--- config.mk ---
export PLATFORM = sky130hd
export DESIGN_NAME = uart_tx_arbiter
export DESIGN_NICKNAME = d
export VERILOG_FILES = /design/src/rtl/uart_pkg.sv /design/src/rtl/rr_arbiter.sv /design/src/rtl/uart_tx_arbiter.sv
export SDC_FILE = /design/constraint.sdc
export NUM_CORES = 1
export LEC_CHECK = 0
export CORE_MARGIN = 2
export CORE_UTILIZATION = 44
export CTS_CLUSTER_DIAMETER = 200
export DETAILED_ROUTE_END_ITERATION = 10
export PLACE_DENSITY = 0.91
export SLEW_MARGIN = 5
export SYNTH_ARGS = -nofsm -noshare
export SYNTH_HDL_FRONTEND = slang
export SYNTH_SLANG_ARGS = --single-unit
--- constraint.sdc ---
create_clock -name clk -period 2.2 [get_ports clk]
set_input_delay 0.44 -clock clk [delete_from_list [all_inputs] [get_ports clk]]
set_output_delay 0.44 -clock clk [all_outputs]
set_load 0.005 [all_outputs]
--- src/rtl/uart_pkg.sv ---
// -----------------------------------------------------------------------------
// uart_pkg
// Shared definitions for the UART transmit arbiter slice.
//   arb_state_t       : arbiter FSM state encoding
//   N_REQ_DEF         : default number of byte producers
//   BUSY_TIMEOUT_DEF  : default cycles allowed for uart_tx busy to rise
// No ports (package).
// -----------------------------------------------------------------------------
package uart_pkg;

   typedef enum logic [1:0] {
      IDLE      = 2'd0,
      ISSUE     = 2'd1,
      WAIT_BUSY = 2'd2,
      WAIT_DONE = 2'd3
   } arb_state_t;

   localparam int N_REQ_DEF        = 4;
   localparam int BUSY_TIMEOUT_DEF = 4;

endpackage

--- src/rtl/rr_arbiter.sv ---
// -----------------------------------------------------------------------------
// rr_arbiter
// Purely combinational round-robin winner selection.
// Ports:
//   req        in  N_REQ   request vector
//   last_grant in  IDX_W   index granted most recently
//   any_req    out 1       at least one request present
//   win        out IDX_W   first requester found searching from last_grant+1
// -----------------------------------------------------------------------------
module rr_arbiter #(
   parameter int N_REQ = 4,
   parameter int IDX_W = $clog2(N_REQ)
) (
   input  logic [N_REQ-1:0] req,
   input  logic [IDX_W-1:0] last_grant,
   output logic             any_req,
   output logic [IDX_W-1:0] win
);

   logic             found;
   logic [IDX_W-1:0] idx;

   assign any_req = |req;

   // Walk offsets 1..N_REQ so the previous winner is checked last.
   always_comb begin
      win   = '0;
      found = 1'b0;
      idx   = '0;
      for (int k = 1; k <= N_REQ; k++) begin
         idx = IDX_W'((int'(last_grant) + k) % N_REQ);
         if (!found && req[idx]) begin
            win   = idx;
            found = 1'b1;
         end
      end
   end

endmodule

--- src/rtl/uart_tx_arbiter.sv ---
// -----------------------------------------------------------------------------
// uart_tx_arbiter
// Round-robin scheduler sharing one uart_tx byte transmitter among N_REQ
// producers. Accepts one byte at a time, issues a single-cycle start and
// tracks the transmitter's busy through the whole frame before granting again.
// Ports:
//   clk         in  1          system clock, rising edge
//   rst_n       in  1          asynchronous active-low reset
//   req_valid   in  N_REQ      requester i has a byte on req_data[i]
//   req_data    in  N_REQ x 8  byte per requester
//   req_ready   out N_REQ      one-hot single-cycle accept pulse
//   tx_start    out 1          single-cycle start pulse to uart_tx
//   tx_data     out 8          byte to uart_tx, held until the next accept
//   tx_busy     in  1          uart_tx busy
//   grant_id    out IDX_W      requester currently being served
//   active      out 1          high from accept until the frame completes
//   timeout_err out 1          sticky: busy failed to rise after tx_start
//   err_clr     in  1          clears timeout_err (a new timeout wins)
// -----------------------------------------------------------------------------
module uart_tx_arbiter
   import uart_pkg::*;
#(
   parameter int N_REQ        = N_REQ_DEF,
   parameter int BUSY_TIMEOUT = BUSY_TIMEOUT_DEF
) (
   input  logic                       clk,
   input  logic                       rst_n,
   input  logic [N_REQ-1:0]           req_valid,
   input  logic [N_REQ-1:0][7:0]      req_data,
   output logic [N_REQ-1:0]           req_ready,
   output logic                       tx_start,
   output logic [7:0]                 tx_data,
   input  logic                       tx_busy,
   output logic [$clog2(N_REQ)-1:0]   grant_id,
   output logic                       active,
   output logic                       timeout_err,
   input  logic                       err_clr
);

   localparam int IDX_W = $clog2(N_REQ);
   localparam int CNT_W = $clog2(BUSY_TIMEOUT + 1);

   arb_state_t       state;
   logic [IDX_W-1:0] last_grant;
   logic [CNT_W-1:0] cnt;
   logic             any_req;
   logic [IDX_W-1:0] win;

   rr_arbiter #(
      .N_REQ (N_REQ),
      .IDX_W (IDX_W)
   ) u_rr (
      .req        (req_valid),
      .last_grant (last_grant),
      .any_req    (any_req),
      .win        (win)
   );

   // All outputs are registered: the decision taken in a state shows up on
   // the outputs one cycle later. Hence the accept pulse is visible while the
   // FSM sits in ISSUE, and tx_start is visible during the first WAIT_BUSY
   // cycle, giving accept-to-start of exactly one cycle.
   always_ff @(posedge clk or negedge rst_n) begin
      if (!rst_n) begin
         state       <= IDLE;
         req_ready   <= '0;
         tx_start    <= 1'b0;
         tx_data     <= '0;
         grant_id    <= '0;
         active      <= 1'b0;
         timeout_err <= 1'b0;
         last_grant  <= IDX_W'(N_REQ - 1);
         cnt         <= '0;
      end else begin
         req_ready <= '0;
         tx_start  <= 1'b0;

         // A timeout set further down overrides this clear.
         if (err_clr) begin
            timeout_err <= 1'b0;
         end

         case (state)
            IDLE: begin
               // Busy high here means the transmitter is in use by someone
               // else (or a frame survived our reset): hold off.
               if (any_req && !tx_busy) begin
                  req_ready  <= {{(N_REQ-1){1'b0}}, 1'b1} << win;
                  tx_data    <= req_data[win];
                  grant_id   <= win;
                  last_grant <= win;
                  active     <= 1'b1;
                  state      <= ISSUE;
               end
            end

            ISSUE: begin
               tx_start <= 1'b1;
               cnt      <= CNT_W'(BUSY_TIMEOUT);
               state    <= WAIT_BUSY;
            end

            WAIT_BUSY: begin
               if (tx_busy) begin
                  state <= WAIT_DONE;
               end else if (cnt <= CNT_W'(1)) begin
                  // Last allowed cycle expired without busy.
                  cnt         <= '0;
                  timeout_err <= 1'b1;
                  active      <= 1'b0;
                  state       <= IDLE;
               end else begin
                  cnt <= cnt - 1'b1;
               end
            end

            WAIT_DONE: begin
               if (!tx_busy) begin
                  active <= 1'b0;
                  state  <= IDLE;
               end
            end

            default: state <= IDLE;
         endcase
      end
   end

endmodule

# After elaboration in Yosys (flattened, before gate mapping)
# Index checks and enable logic that the tools add are counted.
[classes]
n_shift = 1
n_reduce_logical = 16
n_eq_ne = 8
addsub = 5
order_cmp = 6
muxes = 37
[ops]
columns = ["op", "count"]
rows = [
  ["$bmux W8 S2", 1],
  ["$mux W1", 16],
  ["$mux W2", 8],
  ["$lt A2 B3 Y1 const B", 5],
  ["$bmux W1 S2", 4],
  ["$mux W4", 2],
  ["$mux W8", 1],
  ["$ne A2 B2 Y1 const B", 4],
  ["$pmux W2 S4", 1],
  ["$mux W3", 2],
  ["$pmux W3 S2", 1],
  ["$reduce_and A5 Y1", 1],
  ["$add A2 B1 Y2 const B", 2],
  ["$add A2 B2 Y2 const B", 2],
  ["$eq A2 B2 Y1 const B", 2],
  ["$logic_and A1 B1 Y1", 4],
  ["$logic_not A1 Y1", 4],
  ["$reduce_and A2 Y1", 2],
  ["$reduce_or A4 Y1", 1],
  ["$shl A1 B2 Y4 const A", 1],
  ["$le A3 B1 Y1 const B", 1],
  ["$ne A3 B3 Y1 const B", 1],
  ["$pmux W1 S3", 1],
  ["$reduce_and A3 Y1", 1],
  ["5 further kinds", 5],
]
[totals]
register_bits = 24
inputBits = 40

# Logic depth before layout (Yosys ltp)
# Gate-level depths: netlist of run 1.
[logic_depth]
word_depth = 16
depth_mapped = 9
depth_no_buf = 7

# By module
# Synthesis of run 1 repeated with hierarchy kept, for this count alone.
[unflattened]
hier_cells = 128
hier_area_um2 = 1341.3
[by_module_without_submodules]
columns = ["mod", "area_each_um2", "seq_area_each_um2", "n_inst", "cells_per_inst"]
rows = [
  ["uart_tx_arbiter", 1260.0, 603.1, 1, 114],
  ["rr_arbiter", 81.3, 0.0, 1, 14],
]

# Worst setup path after synthesis of run 1
# OpenSTA, ideal clock, no wires.
[synth_timing]
path_type = "input -> register"
from = "input req_valid[3]"
to = "register tx_data[3]"
setup_ns = 0.123
n_path_buf = 2
cell_stages = 7
path_slack_ns = 0.304
t_arrival_ns = 1.773
cell_sequence = "nor2b_1 o21ai_2 and3_1 buf_6 buf_6 mux2_4 o221a_1"
[synth_via]
elab_chain_len = 14
word_cells_on_any_way = 26
classes_between = "mux (17); reduce/logical (9)"
[synth_rtl]
columns = ["element", "line", "rtl"]
rows = [
  ["from (decl)", "uart_tx_arbiter.sv:28", "input logic [N_REQ-1:0] req_valid,"],
  ["$bmux W1 S2", "rr_arbiter.sv:32", "if (!found && req[idx]) begin"],
  ["$mux W1 (implied by the code)", "rr_arbiter.sv:32", ""],
  ["$mux W1", "rr_arbiter.sv:32", ""],
  ["$logic_not A1 Y1", "rr_arbiter.sv:32", ""],
  ["$logic_and A1 B1 Y1", "rr_arbiter.sv:32", ""],
  ["$mux W1", "rr_arbiter.sv:32", ""],
  ["$logic_not A1 Y1", "rr_arbiter.sv:32", ""],
  ["$logic_and A1 B1 Y1", "rr_arbiter.sv:32", ""],
  ["$mux W1", "rr_arbiter.sv:32", ""],
  ["$logic_not A1 Y1", "rr_arbiter.sv:32", ""],
  ["$logic_and A1 B1 Y1", "rr_arbiter.sv:32", ""],
  ["$mux W2", "rr_arbiter.sv:32", ""],
  ["$bmux W8 S2", "uart_tx_arbiter.sv:89", "tx_data <= req_data[win];"],
  ["$mux W8 (implied by the code)", "uart_tx_arbiter.sv:89", ""],
  ["to (signal assigned)", "uart_tx_arbiter.sv:89", ""],
  ["to (decl)", "uart_tx_arbiter.sv:32", "output logic [7:0] tx_data,"],
]
# Several ways; a longest one is shown, not always the timed one. The select of a mux whose other input is x is not followed.
# A chain may end at the register's enable or synchronous reset.

# Worst setup path after layout of run 1
[layout_timing]
from = "input req_valid[3]"
to = "register tx_data[2]"
# Same word-level chain as after synthesis.

==> flow_metrics.py, run 1 <==
metrics = {
    "die": {
        "fp.dieArea_mm2": 0.00384,
        "die_w_um": 62.0,
        "initial_core_util_pct": 45.0,
        "ios": 57,
        "die_h_um": 62.0,
        "rows": 21,
        "coreArea_mm2": 0.00328,
    },
    "sta": {
        "final_hold_viol_count": 0,
        "finClkSkew_ns": 0.00106,
        "slew_violations": 0,
        "max_freq_mhz": 511,
        "rsz0062_at_grt": "false",
        "fin_crit_sh_pct": 89.0,
        "fin_crit_ns": 1.96,
        "slew_headroom_pct": 78.5,
        "setup_viol": 0,
        "tns_ns": 0,
        "worst_pin_slew_ns": 0.322,
    },
    "grt": {
        "track_usage_pct": 19.5,
        "grt_pass1_wl_um": 5530,
        "antenna_found_initial": 0,
        "grt_pass1_vias": 1237,
        "grt_max_degree": 25,
        "overflow": 0,
    },
    "hold_path": {
        "hp-class": "input port to asynchronous set/reset pin",
    },
    "worst_setup_path": {
        "crit_path_end_kind": "register",
        "start_kind": "input port",
        "crit_buf_inv": 2,
        "critical_path.top_delay_family": "buffers and inverters",
        "critPathMaxStageDelay_ns": 0.53,
        "worstPathArrival_ns": 2.17,
        "path_cells": "clkdlybuf4s50_1 > nor2b_1 > o21ai_2 > and3_1 > buf_12 > mux2_1 > o221a_2",
        "cpMaxStageDelayCell": "clkdlybuf4s50_1",
        "crit_required_ns": 2.41,
        "path_class": "input port to register",
        "critical_path.max_fanout": 14,
    },
    "clocking": {
        "cts_buffers": 3,
        "cts_root_buf": "clkbuf_4",
        "clock_latency_ns": 0.30,
        "post_cts_resized": 0,
        "cts.sinks": 24,
        "cts_buffer_depth": 2,
        "cts_tree": "done",
        "post_cts_buffers": 0,
        "clk_pin_slew_ns": 0.12,
        "cts_hold_buffers": 0,
        "htree_levels": 1,
    },
    "power_and_ir_drop": {
        "ir_drop_mv": 0.495,
        "powerDensity_mw_per_mm2": 1030,
        "finalPower_w": 0.00225,
        "p_leak_nw": 0.931,
    },
    "logic_synthesis": {
        "avgSynthCellArea_um2": 10.3,
        "synth_seq_cells": 24,
        "yosys_warnings": 0,
        "synth_area_mm2": 0.00148,
        "synth_edf_count": 0,
        "yosys-top-cells-count": "dfrtp_1 (22), inv_1 (17), nand4_1 (8)",
        "yosysUniqueCellTypes": 36,
        "synthFlopType": "dfrtp_1",
        "synth-async-reset-ratio_pct": 100,
        "synthCells": 143,
        "yosys-top-cells-area": "dfrtp_1 (37%), ha_1 (5.9%), mux2_4 (5.1%)",
        "yosysTopAreaCellShare_pct": 37.2,
        "synth_fp_nets": 190,
        "ys_seq_area_share_pct": 40.8,
        "yosysTopAreaCell": "dfrtp_1",
        "yosysMostFrequentCell": "dfrtp_1",
    },
    "route": {
        "ant_nets": 0,
        "wirelength_um": 3540,
        "drt_iter0_drc": 72,
        "via_count": 1319,
        "via_per_inst": 5.19,
        "dr.pass1.iters": 4,
        "wl_per_cell_um": 13.9,
        "remaining_drc_errors": 0,
    },
    "final_layout": {
        "area_growth_pct": 47.2,
        "layout-drive-gt1-share_pct": 17.3,
        "antenna_cells": 0,
        "fin_cells": 254,
        "nNetsFinal": 256,
    },
    "run_status": {
        "status": "finished, final reports clean",
    },
    "placed_design": {
        "port_buffers": 56,
        "hpwl_um": 2830,
        "dp.cells": 250,
        "gp_congestion": 0.710,
    },
    "flow_run": {
        "maxCapViolations": 0,
    },
}
[placed cells by master (no fill, tap or decap), drive strengths merged]
cell           count
a21o               1
a21oi              4
a22o               1
and2               1
and3               2
buf               14
clkbuf             4
clkdlybuf4s50     56
dfrtp             22
dfstp              2
ha                 7
inv               17
mux2               8
nand2              3
nand2b             7
nand3              2
nand4              8
nor2               6
nor2b              5
nor3b              1
nor4               1
o211ai             8
o21ai              9
o21bai             1
o221a              9
o221ai             1
o22a               1
o22ai              1
o31ai              3
o32ai              1
or2                1
or4b               1
[metrics by stage]
| step | util [%] | hold WS (ns) | area, um2 | setup WS [ns] |
|---|---|---|---|---|
| 2_1_floorplan | - | 0.144 | 1480 | 0.304 |
| 3_3_place_gp | 65.5 | 0.499 | 2150 | -0.0563 |
| 6_report | 66.3 | 0.482 | 2180 | 0.241 |
| 5_1_grt | 66.3 | 0.486 | 2180 | 0.166 |
| 4_1_cts | 66.3 | 0.485 | 2180 | 0.241 |
| 3_5_place_dp | 65.5 | 0.519 | 2150 | -0.102 |
[power breakdown]
part | switching [W] | total [W] | internal [W]
logic | 0.000547 | 0.00130 | 0.000749
registers | 0.000124 | 0.000760 | 0.000636
clock network | 0.000122 | 0.000193 | 0.0000707
[kinds of logic after synthesis]
logic type               count (synthesis)  share of synthesized area (%)
AO/OA/AOI/OAI                           40                           22.3
AND/OR/NAND/NOR                         38                           15.1
buffers and inverters                   26                           8.63
flip-flops                              24                           40.8
multiplexers                             8                           7.36
adder cells (fa/ha/maj)                  7                           5.92
[final cells by class]
type                       instances  area (um2)
inverter                          17        63.8
clock buffer                       4        26.3
sequential                        24         603
timing repair buffer              70         678
fill                             247        1110
tap                               46        57.6
multi-input combinational         93         748
[worst paths after layout]
kind	from	to	slack, ns	cells past startpoint
max in group asynchronous	rst_n	last_grant[0]	1.43	2
max	req_valid[3]	tx_data[2]	0.24	7
max reg2reg	state[0]	cnt[2]	0.35	4
min reg2reg	last_grant[1]	last_grant[1]	0.53	2
min in group clk	last_grant[1]	last_grant[1]	0.53	2
min	rst_n	tx_data[6]	0.48	2
[routing by layer]
| metal | GRT usage [%] | share of wire [%] | vias to the layer above |
|---|---|---|---|
| met5 | 0 | 0 | - |
| met4 | 9.12 | 1.8 | 0 |
| met3 | 3.11 | 3.6 | 9 |
| met2 | 33.6 | 53 | 38 |
| met1 | 23.7 | 41 | 625 |
| li1 | - | - | 647 |
[state kept, by name, indices dropped and copies added (netlist names)]
signal       count
grant_id         2
active           1
cnt              3
tx_start         1
last_grant       2
tx_data          8
timeout_err      1
req_ready        4
state            2
No activity file was read; power rests on OpenSTA's default activity.
==> inputs of run 2 (changes only) <==
--- a/config.mk
+++ b/config.mk
@@ -16 +16,2 @@
 export SYNTH_SLANG_ARGS = --single-unit
+export TNS_END_PERCENT = 30
==> constraint.sdc (replaced) <==
create_clock -name clk -period 2.2 [get_ports clk]
set_input_delay 0.33 -clock clk [delete_from_list [all_inputs] [get_ports clk]]
set_output_delay 0.33 -clock clk [all_outputs]
set_load 0.005 [all_outputs]
==> run 2 against run 1 <==
Register-to-register slack is essentially flat. Count of clock-buffer cells in the layout unchanged. Worst setup slack improved by 0.098 ns. Non-clock buffer count shrank 6. Core utilization decreased by 1.1 points. Die area did not move. First-iteration DRC count increased by 19%. Sequential power barely moved. Wire length down 1.4%. Clock skew grew 0.017 ns. Sequential share of layout area increased by 0.45 points. Critical endpoint is now tx_data[1]. Highest routed layer unchanged.
==> flow_metrics.py, run 2 (synthesis gave the netlist of run 1 again) <==
metrics = {
    "run_status": {
        "status": "finished, final reports clean",
    },
    "clocking": {
        "cts_tree": "done",
        "clk_pin_slew_ns": 0.15,
        "cts_root_buf": "clkbuf_4",
        "cts_buffers": 3,
        "cts.sinks": 24,
        "post_cts_resized": 0,
        "clock_latency_ns": 0.33,
        "cts_hold_buffers": 0,
        "post_cts_buffers": 0,
        "htree_levels": 1,
        "cts_buffer_depth": 2,
    },
    "placed_design": {
        "dpl_worst_slack_ns": 0.00647,
        "gp_congestion": 0.720,
        "hpwl_um": 2710,
        "place_area_mm2": 0.00211,
        "port_buffers": 56,
    },
    "route": {
        "met3_length_um": 74,
        "drt_iter0_drc": 86,
        "via_count": 1310,
        "via_per_inst": 5.28,
        "dr.pass1.iters": 4,
        "ant_nets": 0,
        "wl_per_cell_um": 14.1,
        "route.met2.wl_um": 1730,
        "wirelength_um": 3490,
        "met1Wirelength_um": 1660,
        "highest_layer": "met4",
        "remaining_drc_errors": 0,
    },
    "die": {
        "rows": 21,
        "ios": 57,
        "coreArea_mm2": 0.00328,
        "initial_core_util_pct": 45.0,
        "die_w_um": 62.0,
        "die_h_um": 62.0,
        "fp.dieArea_mm2": 0.00384,
    },
    "hold_path": {
        "hp-class": "input port to asynchronous set/reset pin",
    },
    "worst_setup_path": {
        "worstRegToRegCells": 6,
        "worstPathArrival_ns": 2.10,
        "cp-startpoint": "last_grant[0]",
        "crit_required_ns": 2.44,
        "endpoint": "tx_data[1]",
        "crit_path_end_kind": "register",
        "path_class": "register to register",
        "start_kind": "register",
        "critical_path.max_fanout": 22,
        "timing.rr.start": "last_grant[0]",
        "r2r_slack_ns": 0.34,
        "reg2reg_to": "tx_data[1]",
    },
    "grt": {
        "grt_pass1_vias": 1122,
        "track_usage_pct": 18.3,
        "overflow": 0,
        "antenna_found_initial": 0,
        "grt_max_degree": 25,
        "grt_pass1_wl_um": 5220,
    },
    "final_layout": {
        "antenna_cells": 0,
        "area_growth_pct": 44.8,
        "n_fill_cell": 263,
        "largestRegisters": "tx_data: 8 flops, req_ready: 4 flops, cnt: 3 flops",
        "fin_util_pct": 65.2,
        "mostFrequentLayoutCells": "clkdlybuf4s50_1 (56), dfrtp_1 (22), inv_1 (17)",
        "largest_register_ffs": 8,
        "nNetsFinal": 250,
        "layout-drive-gt1-share_pct": 15.3,
        "stdcell_area_mm2": 0.00214,
        "top_register": "tx_data",
        "final_common_cell": "clkdlybuf4s50_1",
    },
    "flow_run": {
        "maxCapViolations": 0,
    },
    "power_and_ir_drop": {
        "p_leak_nw": 0.908,
        "powerDensity_mw_per_mm2": 1050,
        "ir_drop_mv": 0.585,
    },
    "sta": {
        "worst_pin_slew_ns": 0.526,
        "finClkSkew_ns": 0.0178,
        "tns_ns": 0,
        "final_hold_viol_count": 0,
        "fin_crit_ns": 1.86,
        "setup_viol": 0,
        "rsz0062_at_grt": "false",
        "slew_headroom_pct": 64.6,
        "slew_violations": 0,
        "fin_crit_sh_pct": 84.6,
        "hold_slack_ns": 0.330,
        "setup_ws_ns": 0.339,
        "max_freq_mhz": 537,
    },
}
[run 2: cell count changes in the layout (fill, tap and decap cells not counted)]
cell | previous run | this run
clkbuf_1 | 1 | 0
clkbuf_8 | 0 | 1
buf_4 | 13 | 7
[run 2: power breakdown]
part	leakage, nW	total [W]	internal [W]	switching [W]
clock	0.0210	0.000240	0.000101	0.000139
combinational	0.601	0.00125	0.000711	0.000536
sequential	0.286	0.000758	0.000635	0.000123
total	0.908	0.00224	0.00145	0.000797
[run 2: metal layers]
metal / vias to the layer above / GRT usage, %
met5: - / 0
li1: 636 / -
met2: 32 / 28.9
met1: 640 / 26.1
met3: 2 / 2.28
met4: 0 / 5.78
[run 2: how the worst min path moves through the flow]
stage,from,depth (start not counted),slack (ns),to
after floorplan,rst_n,0,0.03,active
after global placement,last_grant[0],2,0.50,last_grant[0]
after detailed placement,last_grant[0],2,0.50,last_grant[0]
after CTS,rst_n,2,0.34,tx_data[4]
after global routing,rst_n,2,0.37,tx_data[4]
final,rst_n,2,0.33,tx_data[4]
[run 2: worst max-delay path, cell delays in order, from the launching register on]
cell	delay (ns)
dfstp_2	0.57
nand2b_1	0.12
a21o_1	0.13
and3_1	0.20
buf_12	0.18
mux2_1	0.33
o221a_2	0.22
[run 2: final cells by class]
type | instances | area (um2) | area share, %
multi-input combinational | 93 | 748 | 34.9
timing repair buffer | 64 | 633 | 29.6
sequential | 24 | 603 | 28.2
inverter | 17 | 63.8 | 2.98
tap | 46 | 57.6 | 2.69
clock buffer | 4 | 36.3 | 1.69
[run 2: through the flow]
step                instances  power [W]
floorplan                 143    0.00152
global placement          244    0.00196
detailed placement        244    0.00201
CTS                       248    0.00225
global route              248    0.00241
finish                    248    0.00224
==> inputs of run 3 (changes only) <==
Clock period 2.2 ns to 1.9 ns, I/O delays scaled along.
==> run 3 against run 2 <==
Fmax rose by 1.3%. Critical path depth did not move. First-iteration DRC count fell by 20%. Power rose by 22%. Combinational power rose by 25%. Die area did not move. Global-route usage rose by 2.7 points. Non-clock buffer count rose by 9. Clock power rose by 14%. Worst hold slack got worse by 0.0058 ns. Flip-flop and latch count did not move. Core utilization rose by 2.3 points. Highest routed layer unchanged.
==> flow_metrics.py, run 3 (synthesis gave the netlist of run 1 again) <==
metrics = {
    "sta": {
        "worst_pin_slew_ns": 0.318,
        "tns_ns": 0,
        "slew_violations": 0,
        "fin_crit_sh_pct": 96.7,
        "setup_viol": 0,
        "finClkSkew_ns": 0.0123,
        "final_hold_viol_count": 0,
        "max_freq_mhz": 545,
        "fin_crit_ns": 1.84,
        "slew_headroom_pct": 78.8,
        "hold_slack_ns": 0.324,
        "setup_ws_ns": 0.0635,
    },
    "worst_setup_path": {
        "critPathMaxStageDelay_ns": 0.57,
        "worstRegToRegCells": 6,
        "critical_path.top_delay_family": "flip-flops",
        "critical_path.max_fanout": 14,
        "cpMaxStageDelayCell": "dfstp_2",
        "crit_buf_inv": 1,
        "path_class": "register to register",
        "reg2reg_to": "tx_data[0]",
        "crit_path_end_kind": "register",
        "timing.rr.start": "last_grant[0]",
        "r2r_slack_ns": 0.06,
        "crit_required_ns": 2.13,
        "worstPathArrival_ns": 2.07,
        "start_kind": "register",
        "path_cells": "nand2b_1 > a21o_1 > and3_4 > buf_12 > mux2_1 > o221a_2",
    },
    "clocking": {
        "cts_hold_buffers": 0,
        "cts_root_buf": "clkbuf_4",
        "htree_levels": 1,
        "cts_buffer_depth": 2,
        "cts_tree": "done",
        "clk_pin_slew_ns": 0.14,
        "cts_buffers": 3,
        "clock_latency_ns": 0.32,
        "cts.sinks": 24,
    },
    "die": {
        "die_h_um": 62.0,
        "rows": 21,
        "initial_core_util_pct": 45.0,
        "die_w_um": 62.0,
        "fp.dieArea_mm2": 0.00384,
        "coreArea_mm2": 0.00328,
        "ios": 57,
    },
    "final_layout": {
        "regArea_um2": 603,
        "mostFrequentLayoutCells": "clkdlybuf4s50_1 (56), dfrtp_1 (22), inv_1 (17)",
        "largest_register_ffs": 8,
        "final_common_cell": "clkdlybuf4s50_1",
        "n_fill_cell": 266,
        "layout-drive-gt1-share_pct": 19.9,
        "largestRegisters": "tx_data: 8 flops, req_ready: 4 flops, cnt: 3 flops",
        "fin_cells": 257,
        "antenna_cells": 0,
        "top_register": "tx_data",
        "multi_input_area_um2": 756,
        "area_growth_pct": 49.9,
        "nNetsFinal": 259,
    },
    "route": {
        "via_per_inst": 5.35,
        "wl_per_cell_um": 15.5,
        "wirelength_um": 3970,
        "dr.pass1.iters": 4,
        "ant_nets": 0,
        "drt_iter0_drc": 69,
        "via_count": 1376,
        "remaining_drc_errors": 0,
    },
    "placed_design": {
        "gp_congestion": 0.691,
        "dp.cells": 252,
        "hpwl_um": 3170,
        "dpl_worst_slack_ns": -0.249,
        "port_buffers": 56,
    },
    "grt": {
        "track_usage_pct": 21.0,
        "grt_pass1_wl_um": 5820,
        "antenna_found_initial": 0,
        "overflow": 0,
        "grt_pass1_vias": 1303,
        "grt_max_degree": 25,
    },
    "hold_path": {
        "hp-class": "input port to asynchronous set/reset pin",
    },
    "power_and_ir_drop": {
        "finalPower_w": 0.00273,
        "ir_drop_mv": 0.631,
        "p_leak_nw": 0.953,
        "powerDensity_mw_per_mm2": 1230,
    },
    "flow_run": {
        "maxCapViolations": 0,
    },
    "run_status": {
        "status": "finished, final reports clean",
    },
}
-- run 3: cell types whose count changed in the layout (fill, tap and decap cells not counted) --
cell     previous run  this run
buf_4               7        16
and3_4              0         1
nor2b_1             5         4
and3_1              2         1
nor2b_2             0         1
-- run 3: worst max-delay path by stage --
| stage | start | to | depth (start not counted) |
|---|---|---|---|
| final | last_grant[0] | tx_data[0] | 6 |
| after floorplan | last_grant[0] | tx_data[3] | 7 |
| after CTS | last_grant[0] | tx_data[2] | 6 |
| after global routing | last_grant[0] | tx_data[1] | 6 |
| after detailed placement | req_valid[3] | tx_data[2] | 7 |
| after global placement | req_valid[3] | tx_data[0] | 7 |
-- run 3: final cells by class --
type                            count  share of cell area, %
Sequential cell                    24                   27.2
Inverter                           17                   2.88
Tap cell                           46                   2.60
Multi-Input combinational cell     93                   34.1
Timing Repair Buffer               73                   31.6
Clock buffer                        4                   1.64
-- run 3: through the flow --
| step | cell area, um2 | utilization, % |
|---|---|---|
| finish | 2220 | 67.5 |
| global route | 2220 | 67.5 |
| CTS | 2200 | 67.0 |
| detailed placement | 2170 | 65.9 |
| global placement | 2170 | 65.9 |
| floorplan | 1480 | - |
-- run 3: timing repair --
action	CTS	global route
gates resized for setup	0	2
setup endpoints to repair	0	7
buffers inserted	0	1
-- run 3: per-layer routing --
metal | global-route usage, % | share of wire, % | wire length [um]
met4 | 8.21 | 2.0 | 78
met2 | 38.7 | 55 | 2200
met1 | 24.7 | 39 | 1550
met3 | 2.28 | 3.7 | 149
met5 | 0 | 0 | 0
-- run 3: power by group --
group | total, W | internal (W) | switching [W]
clock network | 0.000273 | 0.000117 | 0.000156
logic | 0.00156 | 0.000904 | 0.000659
registers | 0.000893 | 0.000736 | 0.000157
